File: config.mk
export PLATFORM = sky130hd
export DESIGN_NAME = axi_lat_shaper
export DESIGN_NICKNAME = d
export VERILOG_FILES = /design/src/rtl/axi_lat_shaper.sv
export SDC_FILE = /design/constraint.sdc
export NUM_CORES = 1
export LEC_CHECK = 0
export BUFFER_PORTS_ARGS = -buffer_cell sky130_fd_sc_hd__buf_4
export CORE_MARGIN = 2
export CORE_UTILIZATION = 32
export DETAILED_ROUTE_END_ITERATION = 8
export MAX_ROUTING_LAYER = met4
export PLACE_DENSITY_LB_ADDON = 0.25
export RECOVER_POWER = 100
export REMOVE_ABC_BUFFERS = 1
export SLEW_MARGIN = 30
export SYNTH_ARGS = -nofsm -noshare
export SYNTH_HDL_FRONTEND = slang
export SYNTH_SLANG_ARGS = --single-unit
File: constraint.sdc
create_clock -name clk_i -period 3.8 [get_ports clk_i]
set_input_delay 0 -clock clk_i [delete_from_list [all_inputs] [get_ports clk_i]]
set_output_delay 0 -clock clk_i [all_outputs]
set_load 0.01 [all_outputs]
File: src/rtl/axi_lat_shaper.sv
// Runtime-programmable AXI latency injector: one delay FIFO per channel, each beat held for
// a base latency plus optional LFSR jitter sampled when the beat is accepted.

package AxiLatShaperPkg;

  typedef struct packed {
    logic [3:0]  id;
    logic [31:0] addr;
    logic [7:0]  len;
  } aw_chan_t;

  typedef struct packed {
    logic [31:0] data;
    logic [3:0]  strb;
    logic        last;
  } w_chan_t;

  typedef struct packed {
    logic [3:0] id;
    logic [1:0] resp;
  } b_chan_t;

  typedef struct packed {
    logic [3:0]  id;
    logic [31:0] addr;
    logic [7:0]  len;
  } ar_chan_t;

  typedef struct packed {
    logic [3:0]  id;
    logic [31:0] data;
    logic [1:0]  resp;
    logic        last;
  } r_chan_t;

  typedef struct packed {
    aw_chan_t aw;
    logic     aw_valid;
    w_chan_t  w;
    logic     w_valid;
    logic     b_ready;
    ar_chan_t ar;
    logic     ar_valid;
    logic     r_ready;
  } req_t;

  typedef struct packed {
    logic    aw_ready;
    logic    ar_ready;
    logic    w_ready;
    b_chan_t b;
    logic    b_valid;
    r_chan_t r;
    logic    r_valid;
  } resp_t;

endpackage

module AxiLatShaperChan #(
  parameter type         data_t       = logic,
  parameter int unsigned Depth        = 4,
  parameter int unsigned LatWidth     = 8,
  parameter bit          EnableJitter = 1'b0,
  parameter logic [15:0] Seed         = 16'hACE1
) (
  input  logic                clk_i,
  input  logic                rst_ni,
  input  logic [LatWidth-1:0] lat_i,
  input  logic [LatWidth-1:0] jitter_i,
  input  logic                valid_i,
  output logic                ready_o,
  input  data_t               data_i,
  output logic                valid_o,
  input  logic                ready_i,
  output data_t               data_o
);

  localparam int unsigned AddrW = $clog2(Depth);
  typedef logic [AddrW:0] ptr_t;

  ptr_t                wrPtr_q, wrPtr_d, rdPtr_q, rdPtr_d;
  logic [LatWidth-1:0] cnt_q [Depth];
  logic [LatWidth-1:0] cnt_d [Depth];
  data_t               mem_q [Depth];
  logic [15:0]         lfsr_q, lfsr_d;
  logic [AddrW-1:0]    wrIdx, rdIdx;
  logic                empty, full, push, pop;
  logic [LatWidth-1:0] jitter, loadLat;
  logic [LatWidth:0]   latSum;

  assign wrIdx   = wrPtr_q[AddrW-1:0];
  assign rdIdx   = rdPtr_q[AddrW-1:0];
  assign empty   = (wrPtr_q == rdPtr_q);
  assign full    = (wrPtr_q[AddrW] != rdPtr_q[AddrW]) && (wrIdx == rdIdx);
  assign ready_o = !full;
  assign valid_o = !empty && (cnt_q[rdIdx] == '0);
  assign data_o  = valid_o ? mem_q[rdIdx] : '0;
  assign push    = valid_i && !full;
  assign pop     = valid_o && ready_i;

  // Jitter is sampled from the LFSR state in the accepting cycle; the sum saturates.
  assign jitter  = EnableJitter ? (lfsr_q[LatWidth-1:0] & jitter_i) : '0;
  assign latSum  = {1'b0, lat_i} + {1'b0, jitter};
  assign loadLat = latSum[LatWidth] ? '1 : latSum[LatWidth-1:0];
  assign lfsr_d  = {lfsr_q[14:0], lfsr_q[15] ^ lfsr_q[13] ^ lfsr_q[12] ^ lfsr_q[10]};

  always_comb begin
    wrPtr_d = wrPtr_q + ptr_t'(push);
    rdPtr_d = rdPtr_q + ptr_t'(pop);
    for (int i = 0; i < Depth; i++) begin
      cnt_d[i] = (cnt_q[i] != '0) ? cnt_q[i] - LatWidth'(1) : cnt_q[i];
      if (push && (wrIdx == AddrW'(i))) cnt_d[i] = loadLat;
    end
  end

  always_ff @(posedge clk_i or negedge rst_ni) begin
    if (!rst_ni) begin
      wrPtr_q <= '0;
      rdPtr_q <= '0;
      lfsr_q  <= Seed;
      for (int i = 0; i < Depth; i++) cnt_q[i] <= '0;
    end else begin
      wrPtr_q <= wrPtr_d;
      rdPtr_q <= rdPtr_d;
      lfsr_q  <= lfsr_d;
      for (int i = 0; i < Depth; i++) cnt_q[i] <= cnt_d[i];
    end
  end

  // Payload storage needs no reset: data_o is masked whenever the head is not valid.
  always_ff @(posedge clk_i) begin
    if (push) mem_q[wrIdx] <= data_i;
  end

endmodule

module axi_lat_shaper #(
  parameter type         aw_chan_t    = AxiLatShaperPkg::aw_chan_t,
  parameter type         w_chan_t     = AxiLatShaperPkg::w_chan_t,
  parameter type         b_chan_t     = AxiLatShaperPkg::b_chan_t,
  parameter type         ar_chan_t    = AxiLatShaperPkg::ar_chan_t,
  parameter type         r_chan_t     = AxiLatShaperPkg::r_chan_t,
  parameter type         req_t        = AxiLatShaperPkg::req_t,
  parameter type         resp_t       = AxiLatShaperPkg::resp_t,
  parameter int unsigned Depth        = 4,
  parameter int unsigned LatWidth     = 8,
  parameter bit          EnableJitter = 1'b0,
  parameter logic [15:0] LfsrSeed     = 16'hACE1
) (
  input  logic                clk_i,
  input  logic                rst_ni,
  input  logic [LatWidth-1:0] cfg_req_lat_i,
  input  logic [LatWidth-1:0] cfg_resp_lat_i,
  input  logic [LatWidth-1:0] cfg_req_jitter_i,
  input  logic [LatWidth-1:0] cfg_resp_jitter_i,
  input  req_t                slv_req_i,
  output resp_t               slv_resp_o,
  output req_t                mst_req_o,
  input  resp_t               mst_resp_i
);

  if (Depth < 2 || (Depth & (Depth - 1)) != 0) begin : gen_bad_depth
    $error("axi_lat_shaper: Depth must be a power of two and at least 2");
  end
  if (LatWidth < 1 || LatWidth > 16) begin : gen_bad_latwidth
    $error("axi_lat_shaper: LatWidth must be in 1..16");
  end
  if (LfsrSeed == 16'h0000) begin : gen_bad_seed
    $error("axi_lat_shaper: LfsrSeed must be nonzero");
  end

  logic     awReady, wReady, arReady, bReady, rReady;
  logic     awValid, wValid, arValid, bValid, rValid;
  aw_chan_t awOut;
  w_chan_t  wOut;
  ar_chan_t arOut;
  b_chan_t  bOut;
  r_chan_t  rOut;

  AxiLatShaperChan #(
    .data_t(aw_chan_t), .Depth(Depth), .LatWidth(LatWidth),
    .EnableJitter(EnableJitter), .Seed(LfsrSeed ^ 16'd1)
  ) i_aw (
    .clk_i, .rst_ni, .lat_i(cfg_req_lat_i), .jitter_i(cfg_req_jitter_i),
    .valid_i(slv_req_i.aw_valid), .ready_o(awReady), .data_i(slv_req_i.aw),
    .valid_o(awValid), .ready_i(mst_resp_i.aw_ready), .data_o(awOut)
  );

  AxiLatShaperChan #(
    .data_t(w_chan_t), .Depth(Depth), .LatWidth(LatWidth),
    .EnableJitter(EnableJitter), .Seed(LfsrSeed ^ 16'd2)
  ) i_w (
    .clk_i, .rst_ni, .lat_i(cfg_req_lat_i), .jitter_i(cfg_req_jitter_i),
    .valid_i(slv_req_i.w_valid), .ready_o(wReady), .data_i(slv_req_i.w),
    .valid_o(wValid), .ready_i(mst_resp_i.w_ready), .data_o(wOut)
  );

  AxiLatShaperChan #(
    .data_t(ar_chan_t), .Depth(Depth), .LatWidth(LatWidth),
    .EnableJitter(EnableJitter), .Seed(LfsrSeed ^ 16'd3)
  ) i_ar (
    .clk_i, .rst_ni, .lat_i(cfg_req_lat_i), .jitter_i(cfg_req_jitter_i),
    .valid_i(slv_req_i.ar_valid), .ready_o(arReady), .data_i(slv_req_i.ar),
    .valid_o(arValid), .ready_i(mst_resp_i.ar_ready), .data_o(arOut)
  );

  AxiLatShaperChan #(
    .data_t(b_chan_t), .Depth(Depth), .LatWidth(LatWidth),
    .EnableJitter(EnableJitter), .Seed(LfsrSeed ^ 16'd4)
  ) i_b (
    .clk_i, .rst_ni, .lat_i(cfg_resp_lat_i), .jitter_i(cfg_resp_jitter_i),
    .valid_i(mst_resp_i.b_valid), .ready_o(bReady), .data_i(mst_resp_i.b),
    .valid_o(bValid), .ready_i(slv_req_i.b_ready), .data_o(bOut)
  );

  AxiLatShaperChan #(
    .data_t(r_chan_t), .Depth(Depth), .LatWidth(LatWidth),
    .EnableJitter(EnableJitter), .Seed(LfsrSeed ^ 16'd5)
  ) i_r (
    .clk_i, .rst_ni, .lat_i(cfg_resp_lat_i), .jitter_i(cfg_resp_jitter_i),
    .valid_i(mst_resp_i.r_valid), .ready_o(rReady), .data_i(mst_resp_i.r),
    .valid_o(rValid), .ready_i(slv_req_i.r_ready), .data_o(rOut)
  );

  always_comb begin
    mst_req_o          = '0;
    mst_req_o.aw       = awOut;
    mst_req_o.aw_valid = awValid;
    mst_req_o.w        = wOut;
    mst_req_o.w_valid  = wValid;
    mst_req_o.ar       = arOut;
    mst_req_o.ar_valid = arValid;
    mst_req_o.b_ready  = bReady;
    mst_req_o.r_ready  = rReady;

    slv_resp_o          = '0;
    slv_resp_o.aw_ready = awReady;
    slv_resp_o.w_ready  = wReady;
    slv_resp_o.ar_ready = arReady;
    slv_resp_o.b        = bOut;
    slv_resp_o.b_valid  = bValid;
    slv_resp_o.r        = rOut;
    slv_resp_o.r_valid  = rValid;
  end

endmodule

# Word level (Yosys, flattened, before mapping)
# Memories as Yosys holds them, arrays and structs flattened.
# Cells that the tools add are included.
[totals] regBits=190 mem_bits_rw=680 inputBits=214 output_inout_bits=180 elab_cells=275 n_memories=5
[memory_table] memory="i_ar.mem_q" depth=4 width=44 read_ports=1 rd_clocked_by_memory_dff=0 write_ports=1 line_no="84" source="data_t mem_q [Depth];"
[memory_table] memory="i_aw.mem_q" depth=4 width=44 read_ports=1 rd_clocked_by_memory_dff=0 write_ports=1 line_no="84"
[memory_table] memory="i_r.mem_q" depth=4 width=39 read_ports=1 rd_clocked_by_memory_dff=0 write_ports=1 line_no="84"
[memory_table] memory="i_w.mem_q" depth=4 width=37 read_ports=1 rd_clocked_by_memory_dff=0 write_ports=1 line_no="84"
[memory_table] memory="i_b.mem_q" depth=4 width=6 read_ports=1 rd_clocked_by_memory_dff=0 write_ports=1 line_no="84"
[op_classes] addsub=30 n_lt_le_gt_ge=5 n_eq_ne=30 n_mux=70 bitwise_logic=5 n_reduce_logical=100
[ops] cell="8-bit 2-to-1 mux" n=50
[ops] cell="8-bit nonzero test" n=20
[ops] cell="8-bit by 1-bit subtractor with 8-bit output, second input constant" n=20
[ops] cell="44-bit 2-to-1 mux" n=2
[ops] cell="8-bit binary-select mux with 2-bit select" n=5
[ops] cell="1-bit logical AND" n=40
[ops] cell="8-bit zero test" n=5
[ops] cell="2-bit nonzero test" n=20
[ops] cell="39-bit 2-to-1 mux" n=1
[ops] cell="37-bit 2-to-1 mux" n=1
[ops] cell="3-bit by 1-bit adder with 3-bit output" n=10
[ops] cell="2-bit == test, second input constant" n=10
[ops] cell="3-bit == test" n=5
[ops] cell="3-bit >= comparator, second input constant" n=5
[ops] cell="2-bit inverter with 3-bit output" n=5
[ops] cell="2-bit by 1-bit == test with 1-bit output, second input constant" n=5
[ops] cell="2-bit == test" n=5
[ops] cell="1-bit zero test" n=10
[ops] cell="2-bit zero test" n=5
[ops] cell="1-bit 2-to-1 mux" n=10
[ops] cell="6-bit 2-to-1 mux" n=1
[ops] cell="1-bit inequality test" n=5

# Longest topological paths before layout
[depth] ltp_word=8 depth_mapped=10 ltp_nobuf=7

# Modules after synthesis
# From an unflattened synthesis, not the netlist that was laid out.
[unflattened] hier_cells=2646 hier_area_um2=38763.4
[modules_own_cells] module="AxiLatShaperChan at i_ar ..." n_inst=2 cells_per_inst=660 area_each_um2=9720.6 seq_area_each_um2=6236.0
[modules_own_cells] module="AxiLatShaperChan at i_r" n_inst=1 cells_per_inst=520 area_each_um2=8029.0 seq_area_each_um2=5635.4
[modules_own_cells] module="AxiLatShaperChan at i_w" n_inst=1 cells_per_inst=514 area_each_um2=7986.4 seq_area_each_um2=5395.2
[modules_own_cells] module="AxiLatShaperChan at i_b" n_inst=1 cells_per_inst=282 area_each_um2=3231.8 seq_area_each_um2=1671.6
[modules_own_cells] module="axi_lat_shaper" n_inst=1 cells_per_inst=10 area_each_um2=75.1 seq_area_each_um2=0.0

# Least setup slack after synthesis
# Ideal clock, no wire load.
[synth_timing] path_kind="reg2reg" startpoint="register i_w.rdPtr_q[0]" endpoint="register i_w.cnt_q[11] in the netlist's numbering" setup_time_ps=197 t_arrival_ps=2769 t_required_ps=3603 slack_ps=834 path_stages_with_launch=6 n_path_buf=2 synth_period_minus_slack_ps=2966 cell_sequence="dfrtp_1 > buf_2 > xnor2_1 > a311oi_1 > clkbuf_1 > o21ai_0"
[synth_between] elab_chain_cells=6 word_cells_on_any_way=7 cone_classes="eq/ne (1); mux (1); reduce/logical (5)"
[synth_rtl] item="start, declared" line_no="81" source="ptr_t wrPtr_q, wrPtr_d, rdPtr_q, rdPtr_d;"
[synth_rtl] item="start signal, assigned" line_no="124" source="rdPtr_q <= rdPtr_d;"
[synth_rtl] item="2-bit == test *" line_no="94" source="assign full = (wrPtr_q[AddrW] != rdPtr_q[AddrW]) && (wrIdx == rdIdx);"
[synth_rtl] item="1-bit logical AND *" line_no="94"
[synth_rtl] item="1-bit zero test *" line_no="98" source="assign push = valid_i && !full;"
[synth_rtl] item="1-bit logical AND *" line_no="98"
[synth_rtl] item="1-bit logical AND *" line_no="112" source="if (push && (wrIdx == AddrW'(i))) cnt_d[i] = loadLat;"
[synth_rtl] item="8-bit 2-to-1 mux or 2-bit nonzero test (tied branches)"
[synth_rtl] item="end, declared" line_no="82" source="logic [LatWidth-1:0] cnt_q [Depth];"
# Every way passes the cells marked *; elsewhere a longest branch is shown, timed or not.
# A chain may end at the register's enable or synchronous reset.

==> summary.txt <==
Fin crit share - 91.8%
TritonCTS sink count - 870
Lkg Pwr - 15.9 nW
Hold EP - i_b.mem_q[0][4]$_DFFE_PP_
Via count - 22200
Crit-path cells - nor4_1, nand3_1, a211o_2, clkbuf_4, a21boi_0, buf_4
Global-route wire length before repair - 137000 um
Layout cells sized above 1 - 16.8%
Worst Skew - 0.0395 ns
Worst R2R Start - i_r.wrPtr_q[1]$_DFF_PN0_
Worst slew pin tran - 2.67 ns
Rel. slew slack - -77.7%
Final ANT Viol Nets - 0
Vias in the first global route - 23600
Num CTS Buffers - 94
P per Cell Area - 726 nW/um^2
DRT iter0 DRCs - 1290
Layout Area Growth over Synthesis - 22.5%
Antenna violations before repair - 12
Crit-path max FO - 39
Post-synth top cells - edfxtp_1 (680), dfrtp_1 (190), mux4_2 (170)
Maximum VDD drop - 0.564 mV
Ranking of synthesized cells by area - edfxtp_1 (55%), dfrtp_1 (13%), mux4_2 (10%), ha_1 (2.0%), xnor2_1 (1.6%)
Slew Limit Fails - 163
Hold Path Class - in -> reg
Final Setup Violations - 0
WHS Path Cells - 2
R2R setup slack - 0.49 ns
Worst EP required - 3.80 ns
Largest area contributor in the netlist - edfxtp_1
GP Congestion - 0.780
Sequential share of the synthesized area - 67.7%
Clock Latency Late Sink - 0.67 ns
Largest net degree at the start of global routing - 102
Cell Area, Synth - 37200 um^2
Die Wd - 345 um
Most common cell in the synthesized netlist - edfxtp_1
Violated checks - max-capacitance violations, max-slew violations
Tmin final - 3.49 ns
R2R depth - 4
Port Buf Inserts - 377
Ys flop type - edfxtp_1
Worst R2R End - i_r.mem_q[0][31]$_DFFE_PP_
Detailed-route DRC error count - 0
Max-Cap Viols - 3
DPL Wire Length - 54700 um
Final hold slack - 0.131 ns
CP Launch Point - i_aw.cnt_q[10]$_DFFE_PN0P_
RSZ-0062 raised after global routing - false
Final hold violation count - 0
Die ar. - 119000 um^2
Synth Warn # - 0
Critical path's largest stage delay - 0.75 ns
Wirelength, routed - 88300 um
Root Buffer - clkbuf_16
Hold Startpoint - mst_resp_i[45]
# rows - 125
Die Ht - 345 um
Avg Inst Size Synth - 16.2 um^2
EDFF count, synth - 680
IO Pins - 394
Vias per cell - 4.93
Worst path bufs/invs - 2
Status - finished, violations left
Top delay family on crit path - simple AND/OR/NAND/NOR gates
Max stage delay cell, worst path - nor4_1
GRT Overall Usage - 15.1%
Core Region - 116000 um^2
Fmax - 0.287 GHz
Initial Util - 32.2%
Core Util, Final - 39.4%
Worst Setup End Kind - primary output
Htree depth - 3
TritonCTS clock tree - built
CP Depth - 6
# nets final - 3154
Register clock-pin slew on the reported worst setup and hold paths - 0.06 ns
Tot Pwr - 33.1 mW
Netlist cell types - 62
Congestion Overflow GR - 0
Max Root-Sink Buffers - 3
CP Launch Type - register
DR WL/cell - 19.7 um
Cells after Synth - 2296
DR pass1 iterations - 5
CP arrival - 3.49 ns
Post-CTS setup buffer count - 0
Share of flip-flops with an asynchronous set or reset - 21.8%
Setup CP Type - reg -> out
Yosys reg bits - 870
Post-synth top area share - 54.9%
[final cells by class]
| type | instances | area, um^2 |
|---|---|---|
| well taps | 1524 | 1910 |
| multi-input cells | 1235 | 11200 |
| fillers | 10900 | 70100 |
| flip-flops and latches | 870 | 25200 |
| diodes | 13 | 32.5 |
| clock buffers | 107 | 2470 |
| clock inverters | 67 | 647 |
| inverters | 58 | 218 |
| repair buffers | 621 | 3970 |
[worst max-delay path by stage]
stage,end,slack (ns)
2_1_floorplan,i_w.cnt_q[11]$_DFFE_PN0P_,-2.99
3_3_place_gp,i_aw.rdPtr_q[2]$_DFF_PN0_,0.99
3_5_place_dp,i_aw.rdPtr_q[2]$_DFF_PN0_,1.01
4_1_cts,mst_req_o[8],0.35
5_1_grt,mst_req_o[127],0.16
6_report,mst_req_o[102],0.31
[stage by stage]
step / area [um^2] / TNS, ns / cells / setup slack (ns)
floorplan: 36600 / -548.26 / 2163 / -2.99
global placement: 41900 / 0 / 4109 / 0.987
detailed placement: 42000 / 0 / 4109 / 1.01
CTS: 47100 / 0 / 4482 / 0.353
global route: 45600 / 0 / 4494 / 0.161
finish: 45600 / 0 / 4495 / 0.310
[cells by family after synthesis]
kind of cell | count (synthesis) | share of synthesized area [%]
buffers and inverters | 191 | 2.18
adder cells (fa/ha/maj) | 60 | 2.02
XOR/XNOR | 120 | 2.82
flip-flops | 870 | 67.7
AO/OA/AOI/OAI | 298 | 5.83
multiplexers | 240 | 12.3
AND/OR/NAND/NOR | 517 | 7.18
[registers in the layout, summed over array words and instances, names as in the netlist]
name          cells
i_ar.cnt_q       32
i_w.cnt_q        32
i_b.wrPtr_q       3
i_b.rdPtr_q       3
i_ar.wrPtr_q      3
i_w.rdPtr_q       3
i_r.wrPtr_q       3
i_r.mem_q       156
i_aw.rdPtr_q      3
i_r.rdPtr_q       3
i_ar.mem_q      176
i_aw.wrPtr_q      3
i_r.cnt_q        32
i_b.mem_q        24
i_w.wrPtr_q       3
i_aw.cnt_q       32
i_w.mem_q       148
i_ar.rdPtr_q      3
i_aw.mem_q      176
i_b.cnt_q        32
[placed cells by master, fill, tap and decap left out, drive strengths merged, types with 51 or more instances in the layout]
cell type and instances:
edfxtp 680, clkbuf 443, dlygate4sd3 199, dfrtp 190, mux4 170, nand2 149, nor2 95, and3 90
a21boi 90, buf 86, o31ai 79, xnor2 69, inv 63, ha 60, xor2 51
[routing by layer]
metal	vias to the layer above	routed length (um)	global-route usage [%]
met5	-	0	-
met1	11500	37500	18.5
li1	10100	-	-
met4	0	1760	4.14
met2	506	44800	25.4
met3	123	4280	3.05
[report_power, final]
part	internal (mW)	leakage (nW)	total, mW	switching (mW)
clock	5.30	1.54	9.14	3.84
sequential	13.1	8.51	14.5	1.44
combinational	4.28	5.82	9.43	5.15
[what timing repair did]
item | CTS | global route
hold buffers | 199 | 0
endpoints found under the hold margin | 989 | 0
gates resized for setup | 0 | 0
(Power assumes the default switching activity.)
